### config.mk
export PLATFORM = sky130hd
export DESIGN_NAME = vertical_controller
export DESIGN_NICKNAME = d
export VERILOG_FILES = /design/src/rtl/vga_timing_pkg.sv /design/src/rtl/line_tick_gen.sv /design/src/rtl/vertical_controller.sv
export SDC_FILE = /design/constraint.sdc
export NUM_CORES = 1
export LEC_CHECK = 0
export BUFFER_PORTS_ARGS = -buffer_cell sky130_fd_sc_hd__buf_2
export CORE_UTILIZATION = 45
export CTS_CLUSTER_DIAMETER = 120
export DETAILED_ROUTE_END_ITERATION = 6
export SLEW_MARGIN = 20
export SYNTH_ARGS = -nofsm -noshare
export SYNTH_HDL_FRONTEND = slang
export SYNTH_HIERARCHICAL = 1
export SYNTH_SLANG_ARGS = --single-unit
### constraint.sdc
create_clock -name clk -period 2.1 [get_ports clk]
set_input_delay 0.21 -clock clk [delete_from_list [all_inputs] [get_ports clk]]
set_output_delay 0.21 -clock clk [all_outputs]
set_load 0.005 [all_outputs]
### src/rtl/vga_timing_pkg.sv
// Shared VGA timing definitions for the 640x480@60 display path (50 MHz clock).
// Holds the vertical state encodings, the horizontal segment lengths that
// define one line, the default vertical line counts and the pixel-memory
// geometry. LINE_CYCLES is derived here from the horizontal segments, so the
// horizontal and vertical controllers cannot disagree on the line length.
package vga_timing_pkg;

  // Vertical frame phases
  typedef enum logic [1:0] {
    SYNC = 2'd0,
    BP   = 2'd1,
    DISP = 2'd2,
    FP   = 2'd3
  } vstate_t;

  // Horizontal segments in 50 MHz clocks (twice the 25 MHz pixel timing)
  localparam int H_B_CYCLES = 192;  // sync pulse
  localparam int H_C_CYCLES = 96;   // back porch
  localparam int H_D_CYCLES = 1280; // visible
  localparam int H_E_CYCLES = 32;   // front porch

  localparam int LINE_CYCLES = H_B_CYCLES + H_C_CYCLES + H_D_CYCLES + H_E_CYCLES;

  // Default vertical line counts
  localparam int SYNC_LINES    = 2;
  localparam int BP_LINES      = 33;
  localparam int DISP_LINES    = 480;
  localparam int FP_LINES      = 10;
  localparam int LINES_PER_ROW = 5;

  // Pixel memory geometry
  localparam int ROW_COUNT = 96;
  localparam int COL_COUNT = 128;

  // Last value of a 9-bit line-within-state counter for a phase of n lines
  function automatic logic [8:0] last_line(input int n);
    return 9'(n - 1);
  endfunction

endpackage

### src/rtl/line_tick_gen.sv
// Free-running line counter.
// Counts 0..LINE_CYCLES-1 and wraps; line_tick is high for the single cycle
// in which the counter holds its last value, i.e. the last clock of a line.
// Ports:
//   clk       in  clock
//   reset     in  asynchronous active-high reset (counter returns to 0)
//   line_tick out one-cycle pulse on the last clock of every line
module line_tick_gen #(
  parameter int LINE_CYCLES = 1600,
  parameter int CNT_W       = 11
) (
  input  logic clk,
  input  logic reset,
  output logic line_tick
);

  localparam logic [CNT_W-1:0] LINE_LAST = CNT_W'(LINE_CYCLES - 1);

  logic [CNT_W-1:0] line_cnt_r;
  logic [CNT_W-1:0] line_cnt_next_s;

  // Next count: wrap on the last value of the line
  always_comb begin
    line_cnt_next_s = line_cnt_r;
    if (line_cnt_r == LINE_LAST) begin
      line_cnt_next_s = {CNT_W{1'b0}};
    end else begin
      line_cnt_next_s = line_cnt_r + {{(CNT_W-1){1'b0}}, 1'b1};
    end
  end

  // Line counter register
  always_ff @(posedge clk or posedge reset) begin
    if (reset) begin
      line_cnt_r <= {CNT_W{1'b0}};
    end else begin
      line_cnt_r <= line_cnt_next_s;
    end
  end

  assign line_tick = (line_cnt_r == LINE_LAST);

endmodule

### src/rtl/vertical_controller.sv
// Vertical VGA timing generator.
// Sequences SYNC -> BP -> DISP -> FP once per frame, one line being
// LINE_CYCLES clocks. Outputs are registered from the next-state value so they
// change in the same cycle as the state register and never glitch.
// Ports:
//   clk        in  50 MHz clock
//   reset      in  asynchronous active-high reset
//   VSYNC      out vertical sync, active low (low during SYNC)
//   V_Frame_ON out high during DISP; enables the horizontal controller
//   addr       out pixel-memory row 0..95, valid while V_Frame_ON=1, else 0
module vertical_controller #(
  parameter int LINE_CYCLES   = vga_timing_pkg::LINE_CYCLES,
  parameter int SYNC_LINES    = vga_timing_pkg::SYNC_LINES,
  parameter int BP_LINES      = vga_timing_pkg::BP_LINES,
  parameter int DISP_LINES    = vga_timing_pkg::DISP_LINES,
  parameter int FP_LINES      = vga_timing_pkg::FP_LINES,
  parameter int LINES_PER_ROW = vga_timing_pkg::LINES_PER_ROW
) (
  input  logic       clk,
  input  logic       reset,
  output logic       VSYNC,
  output logic       V_Frame_ON,
  output logic [6:0] addr
);

  import vga_timing_pkg::*;

  localparam logic [8:0] SYNC_LAST = last_line(SYNC_LINES);
  localparam logic [8:0] BP_LAST   = last_line(BP_LINES);
  localparam logic [8:0] DISP_LAST = last_line(DISP_LINES);
  localparam logic [8:0] FP_LAST   = last_line(FP_LINES);
  localparam logic [2:0] ROW_LAST  = 3'(LINES_PER_ROW - 1);

  vstate_t    state_r;
  vstate_t    next_state_s;
  logic [8:0] state_line_cnt_r;
  logic [8:0] state_line_cnt_next_s;
  logic [2:0] row_line_cnt_r;
  logic [2:0] row_line_cnt_next_s;
  logic [6:0] addr_r;
  logic [6:0] addr_next_s;
  logic       vsync_r;
  logic       frame_on_r;
  logic       line_tick_s;
  logic       in_disp_s;

  line_tick_gen #(
    .LINE_CYCLES (LINE_CYCLES),
    .CNT_W       (11)
  ) u_line_tick_gen (
    .clk       (clk),
    .reset     (reset),
    .line_tick (line_tick_s)
  );

  // Next-state decode: each phase ends on the tick of its last line
  always_comb begin
    next_state_s = state_r;
    case (state_r)
      SYNC: begin
        if (line_tick_s && (state_line_cnt_r == SYNC_LAST)) next_state_s = BP;
        else next_state_s = SYNC;
      end
      BP: begin
        if (line_tick_s && (state_line_cnt_r == BP_LAST)) next_state_s = DISP;
        else next_state_s = BP;
      end
      DISP: begin
        if (line_tick_s && (state_line_cnt_r == DISP_LAST)) next_state_s = FP;
        else next_state_s = DISP;
      end
      FP: begin
        if (line_tick_s && (state_line_cnt_r == FP_LAST)) next_state_s = SYNC;
        else next_state_s = FP;
      end
      default: next_state_s = SYNC;
    endcase
  end

  // Staying in DISP across this edge: the only time row/addr may advance
  assign in_disp_s = (state_r == DISP) && (next_state_s == DISP);

  // Counter and address update; a state change clears before any increment
  always_comb begin
    state_line_cnt_next_s = state_line_cnt_r;
    row_line_cnt_next_s   = row_line_cnt_r;
    addr_next_s           = addr_r;

    if (next_state_s != state_r) begin
      state_line_cnt_next_s = 9'd0;
    end else if (line_tick_s) begin
      state_line_cnt_next_s = state_line_cnt_r + 9'd1;
    end else begin
      state_line_cnt_next_s = state_line_cnt_r;
    end

    // Entering or leaving DISP zeroes row and addr; the last DISP tick
    // therefore yields 0 instead of ROW_COUNT.
    if (!in_disp_s) begin
      row_line_cnt_next_s = 3'd0;
      addr_next_s         = 7'd0;
    end else if (line_tick_s && (row_line_cnt_r == ROW_LAST)) begin
      row_line_cnt_next_s = 3'd0;
      addr_next_s         = addr_r + 7'd1;
    end else if (line_tick_s) begin
      row_line_cnt_next_s = row_line_cnt_r + 3'd1;
      addr_next_s         = addr_r;
    end else begin
      row_line_cnt_next_s = row_line_cnt_r;
      addr_next_s         = addr_r;
    end
  end

  // State, counters and registered outputs
  always_ff @(posedge clk or posedge reset) begin
    if (reset) begin
      state_r          <= SYNC;
      state_line_cnt_r <= 9'd0;
      row_line_cnt_r   <= 3'd0;
      addr_r           <= 7'd0;
      vsync_r          <= 1'b0;
      frame_on_r       <= 1'b0;
    end else begin
      state_r          <= next_state_s;
      state_line_cnt_r <= state_line_cnt_next_s;
      row_line_cnt_r   <= row_line_cnt_next_s;
      addr_r           <= addr_next_s;
      vsync_r          <= (next_state_s != SYNC);
      frame_on_r       <= (next_state_s == DISP);
    end
  end

  assign VSYNC      = vsync_r;
  assign V_Frame_ON = frame_on_r;
  assign addr       = addr_r;

endmodule

Word-level counts from Yosys, hierarchy flattened
Index checks and enable logic that the tools add are counted.

Add/subtract/negate cells: 4. Eq/ne operators: 13. Muxes and demuxes: 13. Reductions and logical operators: 9.

Operator list (count): 9-bit 2-to-1 mux (2); 7-bit 2-to-1 mux (2); 11-bit by 1-bit adder with 11-bit output (second input constant) (1); 11-bit == test (second input constant) (1); 11-bit 2-to-1 mux (1); 9-bit by 1-bit adder with 9-bit output (second input constant) (1); 9-bit by 1-bit == test with 1-bit output (second input constant) (1); 9-bit by 4-bit == test with 1-bit output (second input constant) (1); 9-bit by 6-bit == test with 1-bit output (second input constant) (1); 9-bit == test (second input constant) (1); 3-bit 2-to-1 mux (3); 2-bit case mux with 4 select lines (1); 7-bit by 1-bit adder with 7-bit output (second input constant) (1); 2-bit == test (second input constant) (3); 1-bit logical AND (6); 2-bit 2-to-1 mux (2); 2-bit nonzero test (2); 3-bit by 1-bit adder with 3-bit output (second input constant) (1); 3-bit == test (second input constant) (1); 3-bit by 2-bit != test with 1-bit output (second input constant) (1); 2-bit by 1-bit == test with 1-bit output (second input constant) (1); 2-bit zero test (1); 1-bit 2-to-1 mux (2); 2-bit by 1-bit != test with 1-bit output (second input constant) (1); 2-bit != test (1).

Flip-flop bits (word level): 34. Logic and storage cells: 46.

Logic depth before layout (Yosys ltp)
Gate-level depths: netlist of the first run.

Word-level depth: 7. Depth in mapped cells: 8. Depth with buffers taken out: 7.

Cells and area by module
Netlist of the first run, hierarchy kept.

Modules (own cells, without submodules): vertical_controller (times used 1, cells an instance 127, area an instance 1228.7 um^2, seq. area each 575.6 um^2); line_tick_gen (times used 1, cells an instance 48, area an instance 533.0 um^2, seq. area each 275.3 um^2).

Worst setup path before layout of the first run
Ideal clock, no wire load.

Kind: register -> register. Start point: reg u_line_tick_gen.line_cnt_r[0]. End point: reg addr_r[0], in the netlist addr[0]. Data arrival time: 2.111 ns. Required time: 1.963 ns. Slack: -0.147 ns. Cell stages (with the launch flop): 8. Buffers on the path: 0. Period minus slack after synthesis: 2.247 ns. Path through: dfrtp_1 -> ha_1 -> nand2_1 -> nor4_4 -> nand2_1 -> or3_4 -> o311ai_4 -> nor2_1.

Cells in the longest elaborated chain, start to end: 7. Elaborated cells between the ends (all ways): 15. Classes of those cells: eq/ne (3); mux (6); reduce/logical (6).

RTL lines: from (decl) (RTL line line_tick_gen.sv:19) `logic [CNT_W-1:0] line_cnt_r;`; from (signal assigned) (RTL line line_tick_gen.sv:35) `line_cnt_r <= {CNT_W{1'b0}};`; from (signal assigned) (RTL line line_tick_gen.sv:37) `line_cnt_r <= line_cnt_next_s;`; 11-bit == test * (RTL line line_tick_gen.sv:41) `assign line_tick = (line_cnt_r == LINE_LAST);`; via line_tick_s (RTL line vertical_controller.sv:44) `logic line_tick_s;`; 1-bit logical AND (on tied branches); 2-bit 2-to-1 mux, or another cell as far along (RTL line vertical_controller.sv:73) `if (line_tick_s && (state_line_cnt_r == FP_LAST)) next_state_s = SYNC;`; 2-bit case mux with 4 select lines (RTL line vertical_controller.sv:59) `case (state_r)`; 2-bit == test (RTL line vertical_controller.sv:81) `assign in_disp_s = (state_r == DISP) && (next_state_s == DISP);`; 1-bit logical AND (RTL line vertical_controller.sv:81); 2-bit by 1-bit != test with 1-bit output (no line) or 7-bit 2-to-1 mux (tied branches); to (signal assigned) (RTL line vertical_controller.sv:127) `addr_r <= addr_next_s;`; to (decl) (RTL line vertical_controller.sv:40) `logic [6:0] addr_r;`.

Mark *: on every way through the listed nets, which the timed path passes. The rest lies on a longest branch. A chain may end at the register's enable or synchronous reset.

Worst setup path in the final report of the first run
Start point: reg u_line_tick_gen.line_cnt_r[0]. End point: reg addr_r[3], in the netlist addr[3].

The elaborated chain is that of the path after synthesis.

==> run_results.csv, run 1 <==
group,metric,value,unit
job,max_cap_violations,0,
clock_network,htreeDepth,2,
layout,fin_cells,253,
layout,fin_nets,213,
critical_path,worst_path_largest_cell_delay,370,ps
global_routing,gr-usage-all-layers,19.4,%
layout,final_core_util,56.5,%
hold_path,worst_hold_path_type,"in -> async",
clock_network,worstSkewPairLatency,290,ps
synth,yosysMostFrequentCell,"dfrtp_1",
routing,wl_met2,1.58,mm
critical_path,cp-end-kind,"flip-flop",
placement,io_buffers,10,
die,start_util,47.4,%
layout,syn_to_final_growth,19.2,%
placement,place_congestion,0.841,
synth,ys_seq_elements,34,
synth,avgSynthCellArea,10.1,sq um
global_routing,grt-ovfl-total,0,
timing,setup_slack,58.5,ps
timing,maxSlewHeadroom,71.5,%
timing,holdWs,457,ps
clock_network,root_buffer,"clkbuf_8",
routing,routedWlPerCell,13.4,um
synth,synth_area,1760,sq um
die,die_y,64.6,um
critical_path,critPathKind,"reg -> reg",
placement,dp.cells,241,
synth,syn-num-nets,184,
synth,synth_area_leader_cell,"dfrtp_1",
clock_network,cts.sinks,34,
power_and_ir_drop,vdd_drop_max,0.000345,V
synth,ys_seq_area_share,48.3,%
routing,met3WireLength,104,um
clock_network,cts_tree,"done",
synth,synth_edf_count,0,
synth,synth_top_area_share,48.3,%
critical_path,critPathArrivalTime,2220,ps
die,die-area,4170,sq um
timing,timing.fmax,490,MHz
die,placementRows,22,
placement,dp_hpwl,2.41,mm
layout,nFillCells,349,
synth,ys_types,34,
placement,place_area,1950,sq um
routing,wirelength,3.40,mm
power_and_ir_drop,p_int,0.922,mW
critical_path,cp_max_fo,10,
global_routing,antenna_found_initial,0,
routing,drc,0,
synth,synth.area.top_cells,"dfrtp_1, nor2_1, ha_1",
timing,hold_viol,0,
global_routing,grt_pass1_vias,1299,
timing,worstMarginPinSlew,427,ps
placement,dp_worst_setup_slack,5.30,ps
timing,finalCritPeriodShare,97.2,%
synth,ys_top_cells_by_count,"dfrtp_1, nor2_1, nand2_1",
power_and_ir_drop,swShare,22.0,%
layout,stdcell_area,2100,sq um
routing,firstDrtPassIters,4,
timing,tns,0,ps
synth,synthCells,175,
power_and_ir_drop,p_total,1.18,mW
critical_path,start_kind,"flip-flop",
timing,drv_slew,0,
layout,drive_gt1_share,21.0,%
clock_network,numCtsBuffers,5,
timing,finClkSkew,6.58,ps
die,io_pins,11,
global_routing,grt_pass1_wl,5.98,mm
power_and_ir_drop,p_leak,0.900,nW
global_routing,grt_max_degree,24,
die,core,3720,sq um
power_and_ir_drop,pwr-share-clk,43.2,%
routing,via_count,1309,
routing,ant_nets,0,
power_and_ir_drop,p_comb_share,1.4,%
clock_network,clkSlewWorstSetupHoldPaths,70,ps
power_and_ir_drop,switchingPower,0.260,mW
routing,wl_met1,1.63,mm
critical_path,worstPathCellList,"ha_2 > nand2_2 > nor4_4 > nand2_1 > or3_4 > o311ai_4 > buf_12 > nor2_1",
routing,vias_per_cell,5.17,
synth,synth_ff_type,"dfrtp_1",
die,fp.dieW,64.6,um
clock_network,clk_path_buf_depth,2,
critical_path,cpMaxStageDelayCell,"dfrtp_1",
timing,finalCriticalPeriod,2040,ps
critical_path,rr_worst_depth,8,
layout,diodes,0,
timing,setup-violations-final,0,
synth,ys.warnings.count,6,
synth,synthArstFlopShare,100,%
power_and_ir_drop,seqPwrFrac,55.4,%
routing,top_layer_used,"met4",
critical_path,cp.required,2280,ps
power_and_ir_drop,power.density,563,nW/um^2
routing,drtIter0Drc,73,
status,status,"completed",
what timing repair did:
item / 4_1_cts / 5_1_grt
setup buffers: 1 / 2
hold endpoints to repair: 34 / 0
endpoints found under the setup margin: 4 / 11
resized for setup: 0 / 4
pin swaps: 1 / 3
hold buffers: 1 / 0
per-layer routing:
metal  GRT usage [%]  vias up
met3            5.81        6
met2            29.7       16
met4            10.8        0
li1                -      656
met1            24.4      631
met5               0        -
cell usage in the layout, fill, tap and decap left out, types with 3 or more instances in the layout:
| master | instances |
|---|---|
| buf_2 | 10 |
| mux2i_1 | 3 |
| nand4_1 | 5 |
| xor2_1 | 9 |
| nand2b_1 | 4 |
| dfrtp_1 | 34 |
| nand3_1 | 10 |
| nand2_1 | 14 |
| buf_4 | 10 |
| nor2_1 | 26 |
| nor3_1 | 9 |
| ha_1 | 6 |
| xnor2_1 | 10 |
| inv_1 | 9 |
| clkbuf_8 | 6 |
| o21ai_0 | 6 |
| a21oi_1 | 5 |
sequential cells by signal, indices dropped and copies added, names as in the netlist:
| signal | count |
|---|---|
| row_line_cnt_r | 3 |
| V_Frame_ON | 1 |
| u_line_tick_gen/line_cnt_r | 11 |
| addr | 7 |
| state_r | 2 |
| state_line_cnt_r | 9 |
| VSYNC | 1 |
path summary, 6_finish.rpt:
| kind | startpoint | end | slack [ps] |
|---|---|---|---|
| max | u_line_tick_gen/line_cnt_r[0] | addr[3] | 60 |
| min | reset | u_line_tick_gen/line_cnt_r[7] | 460 |
| max reg2reg | u_line_tick_gen/line_cnt_r[0] | addr[3] | 60 |
| min reg2reg | u_line_tick_gen/line_cnt_r[8] | u_line_tick_gen/line_cnt_r[8] | 510 |
| max in group asynchronous | reset | u_line_tick_gen/line_cnt_r[10] | 1340 |
| min in group clk | u_line_tick_gen/line_cnt_r[8] | u_line_tick_gen/line_cnt_r[8] | 510 |
power by group through the flow:
stage	logic, mW	clock network, mW	registers [mW]
2_1_floorplan	0.00985	0	0.667
3_3_place_gp	0.0163	0	0.667
3_5_place_dp	0.0167	0	0.667
4_1_cts	0.0181	0.519	0.654
5_1_grt	0.0203	0.549	0.654
6_report	0.0167	0.511	0.654
area by class of cell:
type	count	area (sq um)	area share, %
clock buffers	7	86.3	4.11
clock inverters	1	5.00	0.238
inverters	9	33.8	1.61
multi-input cells	131	898	42.8
flip-flops and latches	34	851	40.5
well taps	48	60.1	2.86
repair buffers	23	166	7.92
critical path, delay by kind of cell, from the launching register on:
| kind | cells | cell delay (ps) |
|---|---|---|
| AO/OA/AOI/OAI | 1 | 260 |
| adder cells (fa/ha/maj) | 1 | 200 |
| flip-flops | 1 | 370 |
| AND/OR/NAND/NOR | 5 | 920 |
| buffers and inverters | 1 | 160 |
logic make-up (layout without fill, tap and decap cells):
group	count (synthesis)	count (layout)	synth area share [%]
xor+xnor	19	19	9.45
simple gates	85	85	26.1
flops	34	34	48.3
fa+ha+maj	7	7	4.97
compound gates	17	17	7.25
mux	3	3	1.70
buf+inv	10	40	2.20
Power figures use the tool's default switching activity.
==> run 2: changes to the inputs <==
--- a/config.mk
+++ b/config.mk
@@ -5,10 +5,10 @@
 export SDC_FILE = /design/constraint.sdc
 export NUM_CORES = 1
 export LEC_CHECK = 0
-export BUFFER_PORTS_ARGS = -buffer_cell sky130_fd_sc_hd__buf_2
 export CORE_UTILIZATION = 45
 export CTS_CLUSTER_DIAMETER = 120
 export DETAILED_ROUTE_END_ITERATION = 6
+export DONT_BUFFER_PORTS = 1
 export SLEW_MARGIN = 20
 export SYNTH_ARGS = -nofsm -noshare
 export SYNTH_HDL_FRONTEND = slang
==> run 2 against run 1 <==
Compared with the run above:
- the run now ends with negative hold slack left
- clock skew decreased by 3.1 ps
- combinational power decreased by 16%
- hold slack got worse by 470 ps
- design area decreased by 1.3%
- core utilization decreased by 0.74 points
- wire length increased by 1.2%
- sequential share of layout area increased by 0.54 points
- die area unchanged
- final cell count decreased by 2.8%
- non-clock buffer count decreased by 7
- via count increased by 1.3%
- sequential power about the same
- critical endpoint unchanged
- highest routed layer unchanged
==> run_results.csv, run 2 (same netlist as run 1, synthesis figures left out) <==
group,metric,value,unit
layout,diodes,0,
critical_path,worstPathCellList,"nand4bb_4 > nor4_4 > nand2_2 > or3_4 > o311ai_4 > buf_12 > nor2_1",
clock_network,root_buffer,"clkbuf_8",
die,die-area,4170,sq um
die,placementRows,22,
timing,finClkSkew,3.46,ps
die,io_pins,11,
routing,wirelength,3.44,mm
die,start_util,47.4,%
layout,largest_reg_flops,11,
critical_path,rr_startpoint,"u_line_tick_gen/line_cnt_r[6]",
timing,hold_viol,15,
routing,vias_per_cell,5.39,
critical_path,cp_max_fo,10,
layout,fin_nets,206,
layout,max_flop_register,"u_line_tick_gen/line_cnt_r",
clock_network,clkSlewWorstSetupHoldPaths,70,ps
layout,layout_common_cells,"dfrtp_1, nor2_1, nand2_1, buf_4",
placement,place_area,1890,sq um
power_and_ir_drop,p_leak,0.866,nW
timing,finalCriticalPeriod,2070,ps
status,status,"complete, but fails checks",
power_and_ir_drop,seqPwrFrac,56.3,%
clock_network,worstSkewPairLatency,290,ps
critical_path,cp-end-kind,"flip-flop",
global_routing,grt_pass1_wl,5.98,mm
clock_network,cts_tree,"done",
timing,timing.fmax,484,MHz
critical_path,cpMaxStageDelayCell,"dfrtp_1",
placement,dp_hpwl,2.40,mm
timing,tns,0,ps
power_and_ir_drop,vdd_drop_max,0.000497,V
global_routing,grt-ovfl-total,0,
critical_path,worst_path_largest_cell_delay,400,ps
timing,setup-violations-final,0,
routing,drtIter0Drc,92,
critical_path,cp.required,2270,ps
timing,finalCritPeriodShare,98.5,%
timing,setup_slack,31.9,ps
timing,worstMarginPinSlew,872,ps
timing,maxSlewHeadroom,41.8,%
global_routing,antenna_found_initial,0,
timing,drv_slew,0,
routing,ant_nets,0,
layout,stdcell_area,2070,sq um
clock_network,cts.sinks,34,
layout,drive_gt1_share,18.2,%
die,die_y,64.6,um
routing,drc,0,
die,fp.dieW,64.6,um
power_and_ir_drop,power.density,561,nW/um^2
clock_network,clk_path_buf_depth,2,
global_routing,grt_pass1_vias,1296,
placement,dp_worst_setup_slack,-33.0,ps
critical_path,critPathArrivalTime,2240,ps
hold_path,worst_hold_path_type,"in -> async",
routing,via_count,1326,
power_and_ir_drop,pwr-share-clk,42.4,%
timing,rsz0062_at_grt,"true",
critical_path,critPathKind,"reg -> reg",
critical_path,start_kind,"flip-flop",
power_and_ir_drop,swShare,20.8,%
global_routing,gr-usage-all-layers,19.3,%
placement,io_buffers,0,
die,core,3720,sq um
job,max_cap_violations,0,
power_and_ir_drop,p_int,0.921,mW
timing,holdWs,-11.2,ps
layout,syn_to_final_growth,17.7,%
clock_network,htreeDepth,2,
clock_network,numCtsBuffers,5,
layout,final_common_cell,"dfrtp_1",
routing,firstDrtPassIters,4,
global_routing,grt_max_degree,24,
critical_path,worstSetupStartpoint,"u_line_tick_gen/line_cnt_r[6]",
power_and_ir_drop,p_total,1.16,mW
routing,routedWlPerCell,14.0,um
power_and_ir_drop,p_comb_share,1.2,%
status,violations,"negative hold slack",
placement,place_congestion,0.856,
power_and_ir_drop,switchingPower,0.242,mW
==> run 2: cell count changes in the layout (fill, tap and decap cells not counted) <==
| cell | delta |
|---|---|
| buf_4 | +3 |
| ha_1 | +1 |
| nor2_1 | -1 |
| nor2_2 | +1 |
| ha_2 | -1 |
| buf_2 | -10 |
==> run 2: critical path, delay by kind of cell (launching register included) <==
kind	cells	cell delay [ps]
simple gates	5	1110
flops	1	400
compound gates	1	270
buf+inv	1	170
==> run 2: final timing paths <==
kind                                            endpoint  slack (ps)  depth (start not counted)
max in group asynchronous  u_line_tick_gen/line_cnt_r[9]        1450                          2
min reg2reg                u_line_tick_gen/line_cnt_r[0]         460                          1
max                                              addr[3]          30                          7
min                                                VSYNC         -10                          1
max reg2reg                                      addr[3]          30                          7
min in group clk           u_line_tick_gen/line_cnt_r[0]         460                          1
==> run 2: power by group through the flow <==
stage	Sequential [mW]	Combinational [mW]	Clock (mW)
final	0.655	0.0140	0.493
after CTS	0.655	0.0154	0.513
after global routing	0.654	0.0169	0.541
after detailed placement	0.667	0.0141	0
after global placement	0.667	0.0137	0
after floorplan	0.667	0.00985	0
==> run 2: what timing repair did <==
| action | in CTS | in global routing |
|---|---|---|
| hold buffers | 1 | 0 |
| resized for setup | 0 | 4 |
| setup buffers | 1 | 7 |
| endpoints found under the setup margin | 10 | 16 |
| pin swaps | 1 | 2 |
| hold endpoints to repair | 11 | 0 |
==> run 2: layer usage <==
metal / wire, um / global-route usage [%]
met1: 1640 / 23.8
met2: 1610 / 30.4
met5: 0 / 0
met3: 109 / 5.81
met4: 72 / 10.0
==> run 2: layout make-up <==
| type | instances | area, sq um |
|---|---|---|
| Clock buffer | 7 | 86.3 |
| Multi-Input combinational cell | 131 | 898 |
| Sequential cell | 34 | 851 |
| Fill cell | 344 | 1640 |
| Clock inverter | 1 | 5.00 |
| Timing Repair Buffer | 16 | 139 |
| Tap cell | 48 | 60.1 |
| Inverter | 9 | 33.8 |
==> run 2: through the flow <==
stage	utilization, %	hold WS, ps	instances
floorplan	-	62.4	175
global placement	50.7	110	229
detailed placement	50.7	127	229
CTS	54.0	22.9	239
global route	55.8	58.0	246
finish	55.8	-11.2	246
==> run 3: changes to the inputs <==
--- a/config.mk
+++ b/config.mk
@@ -9,6 +9,7 @@
 export CTS_CLUSTER_DIAMETER = 120
 export DETAILED_ROUTE_END_ITERATION = 6
 export DONT_BUFFER_PORTS = 1
+export PLACE_DENSITY = 0.67
 export SLEW_MARGIN = 20
 export SYNTH_ARGS = -nofsm -noshare
 export SYNTH_HDL_FRONTEND = slang
==> run 3 against run 2 <==
Compared with the run above:
- the run still ends with negative hold slack left
- sequential power barely moved
- final cell count fell by 3.3%
- setup slack improved by 15 ps
- flip-flop and latch count did not move
- register-to-register slack barely moved
- combinational power barely moved
- non-clock buffer count fell by 8
==> run_results.csv, run 3 (same netlist as run 1, synthesis figures left out) <==
group,metric,value,unit
placement,io_buffers,0,
power_and_ir_drop,vdd_drop_max,0.000410,V
timing,hold_viol,11,
timing,drv_slew,0,
timing,holdWs,-8.09,ps
die,die-area,4170,sq um
routing,wirelength,3.21,mm
layout,syn_to_final_growth,15.0,%
critical_path,reg2reg_slack,50,ps
timing,finClkSkew,9.88,ps
critical_path,critPathArrivalTime,2230,ps
power_and_ir_drop,power.density,619,nW/um^2
layout,fin_nets,198,
critical_path,cp.required,2270,ps
timing,maxSlewHeadroom,41.3,%
routing,drc,0,
clock_network,clk_path_buf_depth,2,
global_routing,gr-usage-all-layers,19.3,%
critical_path,cp-end-kind,"flip-flop",
status,violations,"negative hold slack",
layout,final_core_util,54.5,%
timing,finalCriticalPeriod,2050,ps
die,placementRows,22,
timing,finalCritPeriodShare,97.8,%
timing,tns,0,ps
global_routing,grt-ovfl-total,0,
critical_path,cp_max_fo,10,
die,fp.dieW,64.6,um
die,io_pins,11,
clock_network,cts_tree,"done",
critical_path,worst_path_largest_cell_delay,390,ps
global_routing,antenna_found_initial,0,
timing,timing.fmax,487,MHz
layout,layout_common_cells,"dfrtp_1, nor2_1, nand2_1",
power_and_ir_drop,p_leak,0.832,nW
critical_path,rr_endpoint,"row_line_cnt_r[0]",
clock_network,numCtsBuffers,5,
die,start_util,47.4,%
routing,routedWlPerCell,13.5,um
critical_path,start_kind,"flip-flop",
global_routing,grt_pass1_vias,1333,
layout,drive_gt1_share,14.7,%
layout,stdcell_area,2030,sq um
layout,diodes,0,
routing,drtIter0Drc,15,
job,max_cap_violations,0,
clock_network,cts.sinks,34,
routing,via_count,1273,
layout,final_common_cell,"dfrtp_1",
layout,fin_cells,238,
layout,max_flop_register,"u_line_tick_gen/line_cnt_r",
clock_network,clkSlewWorstSetupHoldPaths,70,ps
critical_path,worstPathCellList,"nand4bb_4 > nor4_4 > nand2_1 > or3_4 > o311ai_4 > buf_12 > a21oi_1",
critical_path,cpMaxStageDelayCell,"or3_4",
clock_network,htreeDepth,2,
timing,setup-violations-final,0,
placement,dp.cells,228,
global_routing,grt_max_degree,24,
clock_network,root_buffer,"clkbuf_8",
placement,place_congestion,0.908,
timing,worstMarginPinSlew,879,ps
routing,firstDrtPassIters,4,
placement,place_area,1880,sq um
die,die_y,64.6,um
critical_path,rr_worst_depth,7,
layout,largest_reg_flops,11,
routing,vias_per_cell,5.35,
die,core,3720,sq um
global_routing,grt_pass1_wl,5.91,mm
critical_path,critPathKind,"reg -> reg",
hold_path,worst_hold_path_type,"in -> async",
timing,rsz0062_at_grt,"true",
clock_network,worstSkewPairLatency,290,ps
critical_path,rr_startpoint,"u_line_tick_gen/line_cnt_r[6]",
status,status,"complete, but fails checks",
placement,dp_hpwl,2.31,mm
routing,ant_nets,0,
==> run 3: cell type report <==
| class | count | area, sq um |
|---|---|---|
| clock buffers | 5 | 68.8 |
| clock inverters | 3 | 40.0 |
| fillers | 334 | 1690 |
| inverters | 9 | 33.8 |
| multi-input cells | 131 | 893 |
| flip-flops and latches | 34 | 851 |
| well taps | 48 | 60.1 |
| repair buffers | 8 | 78.8 |
==> run 3: power breakdown <==
part | internal, mW | leakage (nW) | total, mW | switching (mW)
Sequential | 0.655 | 0.461 | 0.655 | 0
Clock | 0.349 | 0.0579 | 0.585 | 0.236
Combinational | 0.00151 | 0.314 | 0.0140 | 0.0124
Total | 1.01 | 0.832 | 1.25 | 0.248
==> run 3: critical path: cells and delay by family (launching register included) <==
| family | cells | cell delay, ps |
|---|---|---|
| DFF | 1 | 380 |
| AOI/OAI and AO/OA | 2 | 370 |
| buffers and inverters | 1 | 170 |
| and+or+nand+nor | 4 | 1020 |
==> run 3: metal layers <==
metal | global-route usage [%] | share of wire [%] | vias up
met5 | 0 | 0 | -
met4 | 10.8 | 2.8 | 0
met3 | 4.93 | 3.5 | 6
met2 | 32.4 | 50 | 15
met1 | 22.3 | 43 | 619
li1 | - | - | 633
==> run 3: how the worst max path moves through the flow <==
stage | startpoint | endpoint | slack [ps] | depth (start not counted)
after global routing | u_line_tick_gen/line_cnt_r[6] | addr[1] | -30 | 7
final | u_line_tick_gen/line_cnt_r[6] | row_line_cnt_r[0] | 50 | 7
after floorplan | u_line_tick_gen/line_cnt_r[6] | addr[0] | -40 | 6
after detailed placement | u_line_tick_gen/line_cnt_r[6] | addr[4] | 10 | 6
after global placement | u_line_tick_gen/line_cnt_r[8] | state_line_cnt_r[5] | 100 | 7
after CTS | u_line_tick_gen/line_cnt_r[0] | state_line_cnt_r[1] | 5 | 8
==> run 3: through the flow <==
step	total power [mW]	setup slack (ps)
floorplan	0.677	-38.7
global placement	0.680	96.6
detailed placement	0.681	14.9
CTS	1.27	4.73
global route	1.31	-33.7
finish	1.25	46.8
==> run 3: what timing repair did <==
| item | CTS | global route |
|---|---|---|
| buffers inserted | 0 | 1 |
| hold endpoints to repair | 11 | 0 |
| resized for setup | 0 | 3 |
| hold buffers | 1 | 0 |
| setup endpoints to repair | 0 | 16 |
